## config.mk

```make
export PLATFORM = sky130hd
export DESIGN_NAME = hazard_ctrl_mc_flat
export DESIGN_NICKNAME = d
export VERILOG_FILES = /design/src/rtl/hazard_pkg.sv /design/src/rtl/hazard_ctrl_mc_if.sv /design/src/rtl/load_pending_pipe.sv /design/src/rtl/hazard_ctrl_mc.sv /design/src/flat_wrapper.sv
export SDC_FILE = /design/constraint.sdc
export NUM_CORES = 1
export LEC_CHECK = 0
export BUFFER_PORTS_ARGS = -buffer_cell sky130_fd_sc_hd__buf_2
export CORE_ASPECT_RATIO = 0.75
export CORE_MARGIN = 2
export CORE_UTILIZATION = 39
export CTS_CLUSTER_DIAMETER = 120
export DETAILED_ROUTE_END_ITERATION = 8
export PLACE_DENSITY = 0.95
export SYNTH_ARGS = -nofsm -noshare
export SYNTH_HDL_FRONTEND = slang
export SYNTH_SLANG_ARGS = --single-unit
export TNS_END_PERCENT = 1
```

## constraint.sdc

```tcl
create_clock -name Clk -period 3.7 [get_ports Clk]
set_input_delay 0.555 -clock Clk [delete_from_list [all_inputs] [get_ports Clk]]
set_output_delay 0.555 -clock Clk [all_outputs]
set_load 0.02 [all_outputs]
```

## src/rtl/hazard_pkg.sv

```systemverilog
// Shared definitions for the hazard/stall controller: opcode constants,
// FSM state encoding, default register-index width and source-use decode.
package hazard_pkg;

  localparam int REG_W_DEF = 5;

  localparam logic [5:0] OP_RTYPE = 6'b000000;
  localparam logic [5:0] OP_BEQ   = 6'b000100;
  localparam logic [5:0] OP_BNE   = 6'b000101;
  localparam logic [5:0] OP_SW    = 6'b101011;
  localparam logic [5:0] OP_J     = 6'b000010;
  localparam logic [5:0] OP_JAL   = 6'b000011;
  localparam logic [5:0] OP_LUI   = 6'b001111;

  typedef enum logic [1:0] {
    IDLE    = 2'd0,
    FLUSH   = 2'd1,
    MEMWAIT = 2'd2
  } state_t;

  // rs is read by everything except the jumps and LUI
  function automatic logic rs_used(input logic [5:0] op);
    return !((op == OP_J) || (op == OP_JAL) || (op == OP_LUI));
  endfunction

  // rt is a source only for R-type, the compare branches and stores
  function automatic logic rt_used(input logic [5:0] op);
    return (op == OP_RTYPE) || (op == OP_BEQ) || (op == OP_BNE) || (op == OP_SW);
  endfunction

endpackage

```

## src/rtl/hazard_ctrl_mc_if.sv

```systemverilog
// Pipeline-side signal bundle of the hazard controller. The pipeline
// (master) supplies decode/EX/memory status, the controller (slave) returns
// the enables, flushes and statistics.
interface hazard_ctrl_mc_if
  import hazard_pkg::*;
#(
  parameter int REG_W = REG_W_DEF,
  parameter int CNT_W = 32
);
  logic [31:0]      ID_Instruction;
  logic             EX_MemRead;
  logic [REG_W-1:0] EX_RtReg;
  logic             BranchTaken;
  logic             MemBusy;
  logic             PCWrite;
  logic             IF_ID_Write;
  logic             IF_ID_Flush;
  logic             ID_EX_Flush;
  logic             EX_MEM_Hold;
  logic             StallActive;
  logic [CNT_W-1:0] StallCount;
  logic [CNT_W-1:0] FlushCount;

  modport master (
    output ID_Instruction, EX_MemRead, EX_RtReg, BranchTaken, MemBusy,
    input  PCWrite, IF_ID_Write, IF_ID_Flush, ID_EX_Flush, EX_MEM_Hold,
           StallActive, StallCount, FlushCount
  );

  modport slave (
    input  ID_Instruction, EX_MemRead, EX_RtReg, BranchTaken, MemBusy,
    output PCWrite, IF_ID_Write, IF_ID_Flush, ID_EX_Flush, EX_MEM_Hold,
           StallActive, StallCount, FlushCount
  );
endinterface

```

## src/rtl/load_pending_pipe.sv

```systemverilog
// Tracks loads that have left EX but whose data is not yet forwardable.
// DEPTH entries of {valid, rt}; shifts every un-frozen cycle and reports
// whether either (pre-masked) source register matches a valid entry.
// Register 0 never matches; callers pass 0 for an unused source.
module load_pending_pipe
  import hazard_pkg::*;
#(
  parameter int REG_W = REG_W_DEF,
  parameter int DEPTH = 0
) (
  input  logic             clk,
  input  logic             rst_n,
  input  logic             freeze,
  input  logic             in_valid,
  input  logic [REG_W-1:0] in_reg,
  input  logic [REG_W-1:0] src_a,
  input  logic [REG_W-1:0] src_b,
  output logic             match
);

  if (DEPTH == 0) begin : g_none
    logic unused_in;
    assign unused_in = ^{clk, rst_n, freeze, in_valid, in_reg, src_a, src_b};
    assign match = 1'b0;
  end else begin : g_pipe
    logic [DEPTH-1:0] valid_r;
    logic [REG_W-1:0] rt_r [DEPTH];

    // Shift register of in-flight loads; holds its contents while frozen
    always_ff @(posedge clk or negedge rst_n) begin
      if (!rst_n) begin
        valid_r <= '0;
        for (int i = 0; i < DEPTH; i++) rt_r[i] <= '0;
      end else if (!freeze) begin
        valid_r[0] <= in_valid;
        rt_r[0]    <= in_reg;
        for (int i = 1; i < DEPTH; i++) begin
          valid_r[i] <= valid_r[i-1];
          rt_r[i]    <= rt_r[i-1];
        end
      end
    end

    // Compare both sources against every valid, non-zero entry
    always_comb begin
      match = 1'b0;
      for (int i = 0; i < DEPTH; i++) begin
        if (valid_r[i] && (rt_r[i] != '0) && ((rt_r[i] == src_a) || (rt_r[i] == src_b))) begin
          match = 1'b1;
        end else begin
          match = match;
        end
      end
    end
  end

endmodule

```

## src/rtl/hazard_ctrl_mc.sv

```systemverilog
// Hazard/stall controller for the 5-stage MIPS pipeline (beside ID).
// Load-use detection against EX and in-flight loads, multi-cycle branch
// flush, and whole-pipe freeze while data memory is busy.
// Optional statistics counters are built when STALL_STATS_EN is defined.
module hazard_ctrl_mc
  import hazard_pkg::*;
#(
  parameter int REG_W        = REG_W_DEF,
  parameter int LOAD_LAT     = 1,
  parameter int FLUSH_CYCLES = 1,
  parameter int CNT_W        = 32
) (
  input logic              Clk,
  input logic              Reset_n,
  hazard_ctrl_mc_if.slave  bus
);

  localparam int         DEPTH     = LOAD_LAT - 1;
  localparam logic [2:0] FC_RELOAD = 3'(FLUSH_CYCLES - 1);

  logic [5:0]       opcode;
  logic [REG_W-1:0] src_a, src_b;
  logic             ex_match, pipe_match, hazard;
  state_t           state_r, state_n, eff_state;
  logic [2:0]       cnt_r, cnt_n;
  logic             pend_r, pend_n, eff_branch;
  logic             pc_write, if_id_write, flush_s, hold_s, stall_s;
  logic             unused_imm;

  assign opcode     = bus.ID_Instruction[31:26];
  assign src_a      = rs_used(opcode) ? REG_W'(bus.ID_Instruction[25:21]) : '0;
  assign src_b      = rt_used(opcode) ? REG_W'(bus.ID_Instruction[20:16]) : '0;
  assign unused_imm = ^bus.ID_Instruction[15:0];
  assign ex_match   = bus.EX_MemRead && (bus.EX_RtReg != '0) &&
                      ((bus.EX_RtReg == src_a) || (bus.EX_RtReg == src_b));
  assign hazard     = ex_match | pipe_match;

  // A load squashed by a branch flush never produces data, so it is not tracked
  load_pending_pipe #(.REG_W(REG_W), .DEPTH(DEPTH)) u_pipe (
    .clk      (Clk),
    .rst_n    (Reset_n),
    .freeze   (bus.MemBusy),
    .in_valid (bus.EX_MemRead & ~flush_s),
    .in_reg   (bus.EX_RtReg),
    .src_a    (src_a),
    .src_b    (src_b),
    .match    (pipe_match)
  );

  // FSM state, flush counter and flush-pending flag
  always_ff @(posedge Clk or negedge Reset_n) begin
    if (!Reset_n) begin
      state_r <= IDLE;
      cnt_r   <= 3'd0;
      pend_r  <= 1'b0;
    end else begin
      state_r <= state_n;
      cnt_r   <= cnt_n;
      pend_r  <= pend_n;
    end
  end

  // Next-state and control outputs; MemBusy > BranchTaken > load-use
  always_comb begin
    state_n     = state_r;
    cnt_n       = cnt_r;
    pend_n      = pend_r;
    pc_write    = 1'b1;
    if_id_write = 1'b1;
    flush_s     = 1'b0;
    hold_s      = 1'b0;
    stall_s     = 1'b0;
    eff_branch  = bus.BranchTaken;
    // On leaving MEMWAIT the release cycle behaves like the state it resumes
    if (state_r == MEMWAIT) begin
      if (pend_r) begin
        eff_state  = IDLE;
        eff_branch = 1'b1;
      end else if (cnt_r != 3'd0) begin
        eff_state = FLUSH;
      end else begin
        eff_state = IDLE;
      end
    end else begin
      eff_state = state_r;
    end

    if (bus.MemBusy) begin
      pc_write    = 1'b0;
      if_id_write = 1'b0;
      hold_s      = 1'b1;
      state_n     = MEMWAIT;
      pend_n      = pend_r | bus.BranchTaken;
    end else begin
      pend_n = 1'b0;
      case (eff_state)
        FLUSH: begin
          flush_s = 1'b1;
          if (eff_branch) begin
            cnt_n = FC_RELOAD;
          end else if (cnt_r != 3'd0) begin
            cnt_n = cnt_r - 3'd1;
          end else begin
            cnt_n = 3'd0;
          end
          state_n = (cnt_n != 3'd0) ? FLUSH : IDLE;
        end
        IDLE: begin
          if (eff_branch) begin
            flush_s = 1'b1;
            cnt_n   = FC_RELOAD;
            state_n = (FC_RELOAD != 3'd0) ? FLUSH : IDLE;
          end else if (hazard) begin
            stall_s     = 1'b1;
            pc_write    = 1'b0;
            if_id_write = 1'b0;
            cnt_n       = 3'd0;
            state_n     = IDLE;
          end else begin
            cnt_n   = 3'd0;
            state_n = IDLE;
          end
        end
        default: begin
          cnt_n   = 3'd0;
          state_n = IDLE;
        end
      endcase
    end
  end

  assign bus.PCWrite     = Reset_n & pc_write;
  assign bus.IF_ID_Write = Reset_n & if_id_write;
  assign bus.IF_ID_Flush = ~Reset_n | flush_s;
  assign bus.ID_EX_Flush = ~Reset_n | flush_s | stall_s;
  assign bus.EX_MEM_Hold = Reset_n & hold_s;
  assign bus.StallActive = Reset_n & stall_s;

`ifdef STALL_STATS_EN
  logic [CNT_W-1:0] stall_cnt_r, flush_cnt_r;

  // Saturating statistics counters for stall and flush cycles
  always_ff @(posedge Clk or negedge Reset_n) begin
    if (!Reset_n) begin
      stall_cnt_r <= '0;
      flush_cnt_r <= '0;
    end else begin
      if (stall_s && (stall_cnt_r != '1)) stall_cnt_r <= stall_cnt_r + CNT_W'(1);
      if (flush_s && (flush_cnt_r != '1)) flush_cnt_r <= flush_cnt_r + CNT_W'(1);
    end
  end

  assign bus.StallCount = stall_cnt_r;
  assign bus.FlushCount = flush_cnt_r;
`else
  assign bus.StallCount = '0;
  assign bus.FlushCount = '0;
`endif

endmodule

```

## src/flat_wrapper.sv

```systemverilog
// flat-port wrapper written by rule: the top's interface ports become plain ports
module hazard_ctrl_mc_flat import hazard_pkg::*;
#(
  parameter int REG_W        = REG_W_DEF,
  parameter int LOAD_LAT     = 1,
  parameter int FLUSH_CYCLES = 1,
  parameter int CNT_W        = 32
)
  (Clk, Reset_n, bus_ID_Instruction, bus_EX_MemRead, bus_EX_RtReg, bus_BranchTaken, bus_MemBusy, bus_PCWrite, bus_IF_ID_Write, bus_IF_ID_Flush, bus_ID_EX_Flush, bus_EX_MEM_Hold, bus_StallActive, bus_StallCount, bus_FlushCount);
  hazard_ctrl_mc_if #(.REG_W(REG_W), .CNT_W(CNT_W)) bus_i ();
  input logic Clk;
  input logic Reset_n;
  input wire logic [$bits(bus_i.ID_Instruction)-1:0] bus_ID_Instruction;
  input wire logic [$bits(bus_i.EX_MemRead)-1:0] bus_EX_MemRead;
  input wire logic [$bits(bus_i.EX_RtReg)-1:0] bus_EX_RtReg;
  input wire logic [$bits(bus_i.BranchTaken)-1:0] bus_BranchTaken;
  input wire logic [$bits(bus_i.MemBusy)-1:0] bus_MemBusy;
  output wire logic [$bits(bus_i.PCWrite)-1:0] bus_PCWrite;
  output wire logic [$bits(bus_i.IF_ID_Write)-1:0] bus_IF_ID_Write;
  output wire logic [$bits(bus_i.IF_ID_Flush)-1:0] bus_IF_ID_Flush;
  output wire logic [$bits(bus_i.ID_EX_Flush)-1:0] bus_ID_EX_Flush;
  output wire logic [$bits(bus_i.EX_MEM_Hold)-1:0] bus_EX_MEM_Hold;
  output wire logic [$bits(bus_i.StallActive)-1:0] bus_StallActive;
  output wire logic [$bits(bus_i.StallCount)-1:0] bus_StallCount;
  output wire logic [$bits(bus_i.FlushCount)-1:0] bus_FlushCount;
  assign bus_i.ID_Instruction = bus_ID_Instruction;
  assign bus_i.EX_MemRead = bus_EX_MemRead;
  assign bus_i.EX_RtReg = bus_EX_RtReg;
  assign bus_i.BranchTaken = bus_BranchTaken;
  assign bus_i.MemBusy = bus_MemBusy;
  assign bus_PCWrite = bus_i.PCWrite;
  assign bus_IF_ID_Write = bus_i.IF_ID_Write;
  assign bus_IF_ID_Flush = bus_i.IF_ID_Flush;
  assign bus_ID_EX_Flush = bus_i.ID_EX_Flush;
  assign bus_EX_MEM_Hold = bus_i.EX_MEM_Hold;
  assign bus_StallActive = bus_i.StallActive;
  assign bus_StallCount = bus_i.StallCount;
  assign bus_FlushCount = bus_i.FlushCount;
  hazard_ctrl_mc #(.REG_W(REG_W), .LOAD_LAT(LOAD_LAT), .FLUSH_CYCLES(FLUSH_CYCLES), .CNT_W(CNT_W)) u_core (.Clk(Clk), .Reset_n(Reset_n), .bus(bus_i));
endmodule
```

==> out/results.txt <==
Crit path launch type: input pin
Worst-path cell chain: buf_2 > or4_4 > or3b_1 > a32o_1 > o211a_1 > nor3_1 > buf_2
FF-to-FF Start: u_core.cnt_r[2]
Final Util: 41.9%
GR Util All Layers: 11.1%
Longest Clk Path Bufs: 2
Placed cell count: 212
# Max-Cap Violations: 0
FF-to-FF setup slack: 2250 ps
Top FF cell, synth: dfrtp_1
Total Power: 282 uW
Skew final: 1.46 ps
Slowest CP cell: or4_4
Final Max Slew Viols: 0
# diodes: 0
Post-Layout Inst Area: 0.00113 sq mm
Slew margin rel.: 55.0%
Clk Latency, worst-skew pair: 220 ps
Num Clock Sinks: 6
Area after DPL: 0.00109 sq mm
Total setup buffers inserted after CTS: 0
Syn avg cell area: 7.74 sq um
Avg WL per Cell: 9.22 microns
CP required: 3140 ps
Synth cell count leaders: 65 x buf_4, 12 x nor2_1, 6 x dfrtp_1
Hold buffers post-CTS: 0
TritonRoute pass-1 iters: 5
Non-filler cells, final: 215
Crit path DAT: 2400 ps
Die X: 66.6 microns
Register area share after synthesis: 13.1%
RSZ-0062 raised after global routing: false
Layout Nets: 223
Top cell type's share of synthesized area: 42.6%
Final worst-path cycle share: 79.8%
Routability cong.: 0.853
Root Buffer: clkbuf_8
CP endpoint kind: primary output
Detail Route Antenna Nets: 0
Post-Route WL: 1980 microns
Layout area overhead: -1.20%
Top Ports: 112
Remaining Overflow, GRT: 0
Post-DP HPWL: 1760 microns
Post-CTS sizing: 0
Cell mode on critical path: buf_2
Post-synth EDFFs: 0
P_leak: 0.627 nW
Vias in the first global route: 721
Min-delay worst type: input pin to async pin
Cells after synthesis: 148
Worst VDD drop: 0.174 mV
Drt first-iter violations: 22
Fillers: 285
Pin count of the biggest net entering global routing: 10
Crit path kind: input pin to primary output
Max Clock Freq: 339 MHz
Min cycle time layout: 2950 ps
# port buffers: 31
Post-synthesis cell area: 0.00115 sq mm
Initial Util: 42.4%
Final setup fails: 0
Worst hold slack: 170 ps
Die area: 0.00339 sq mm
TNS Setup: 0 ps
Asr flop ratio synth: 100%
Number of synthesized register bits: 6
Buf/Inv on CP: 2
Yosys top cell by area: buf_4
Family with the most delay on the worst path: simple AND/OR/NAND/NOR gates
Worst reg2reg path depth: 5
Terminus of the critical flop-to-flop path: u_core.cnt_r[0]
Post-synth cell types: 40
CTS buffer count: 3
Drt drc: 0
First-pass GRT wire length: 2950 microns
Power Density: 249 mW/mm^2
Chip Height: 50.9 microns
Via count: 890
H-tree Lvls: 1
Worst-Margin Slew: 658 ps
Share of layout cells above drive strength 1: 21.8%
CTS tree: yes
Crit path largest cell delay: 530 ps
# rows: 16
Top-count cell post-synth: buf_4
Setup WS pre-CTS: 737 ps
Final Hold Viols: 0
Core area: 0.00270 sq mm
Outcome: completed
Ys Warns: 0
Final setup margin: 747 ps
CP Max Fanout: 3
Initial antenna violation count: 0
Synth area leaders: buf_4 43%, dfrtp_1 13%, nor2_1 3.9%
Via-to-Cell Ratio: 4.14
Clock-pin slew on the worst setup and hold paths: 30 ps
-- final cells by class --
class | instances | area (sq um) | share of cell area (%)
well taps | 36 | 45.0 | 3.98
inverters | 4 | 15.0 | 1.33
multi-input cells | 135 | 726 | 64.1
clock buffers | 3 | 41.3 | 3.65
flip-flops and latches | 6 | 150 | 13.3
repair buffers | 31 | 155 | 13.7
-- report_power, final --
part           leakage (nW)  internal (mW)  switching [mW]  total, mW
Combinational         0.525         0.0275          0.0914      0.119
Sequential           0.0801         0.0674        0.000982     0.0683
Clock                0.0216         0.0696          0.0250     0.0946
Total                 0.627          0.164           0.117      0.282
-- registers in the layout (all words and copies together), names as in the netlist --
name	flops
u_core.cnt_r	3
u_core.pend_r	1
u_core.state_r	2
-- cell usage in the layout, fill, tap and decap left out, types with 2 or more instances in the layout --
cell type / count
clkbuf_8: 3
dfrtp_1: 6
nor3_1: 5
nand3b_1: 2
or2_2: 2
nand2_1: 5
xor2_1: 2
a21oi_1: 2
a32o_1: 2
inv_1: 4
xnor2_1: 5
o21ai_0: 3
or3_1: 2
o21a_1: 2
nand2b_1: 2
or3b_1: 2
o211a_1: 2
nor2_1: 12
conb_1: 64
buf_2: 31
o2111ai_1: 2
-- worst max path at each step --
stage,from,endpoint,slack (ps),depth (start not counted)
CTS,bus_ID_Instruction[27],bus_PCWrite,730,7
global route,bus_ID_Instruction[27],bus_IF_ID_Write,660,7
finish,bus_ID_Instruction[27],bus_PCWrite,750,7
global placement,bus_ID_Instruction[27],bus_PCWrite,770,7
detailed placement,bus_ID_Instruction[27],bus_PCWrite,740,7
floorplan,bus_ID_Instruction[27],bus_PCWrite,550,6
-- per-layer routing --
layer  track usage [%]  routed length (microns)  vias to the layer above  part of all wire (%)
met5                 0                        0                        -                     0
met4              6.46                        0                        0                     0
met3              1.54                      196                        0                   9.9
met2              18.3                      969                       49                    49
met1              13.7                      816                      399                    41
li1                  -                        -                      442                     -
-- cells by family after synthesis --
logic type,synth area share (%)
flip-flops,13.1
other,0.327
buffers and inverters,44.2
AO/OA/AOI/OAI,15.6
AND/OR/NAND/NOR,19.5
XOR/XNOR,5.35
multiplexers,1.86
Note: power is estimated with default switching activity, not from simulation.
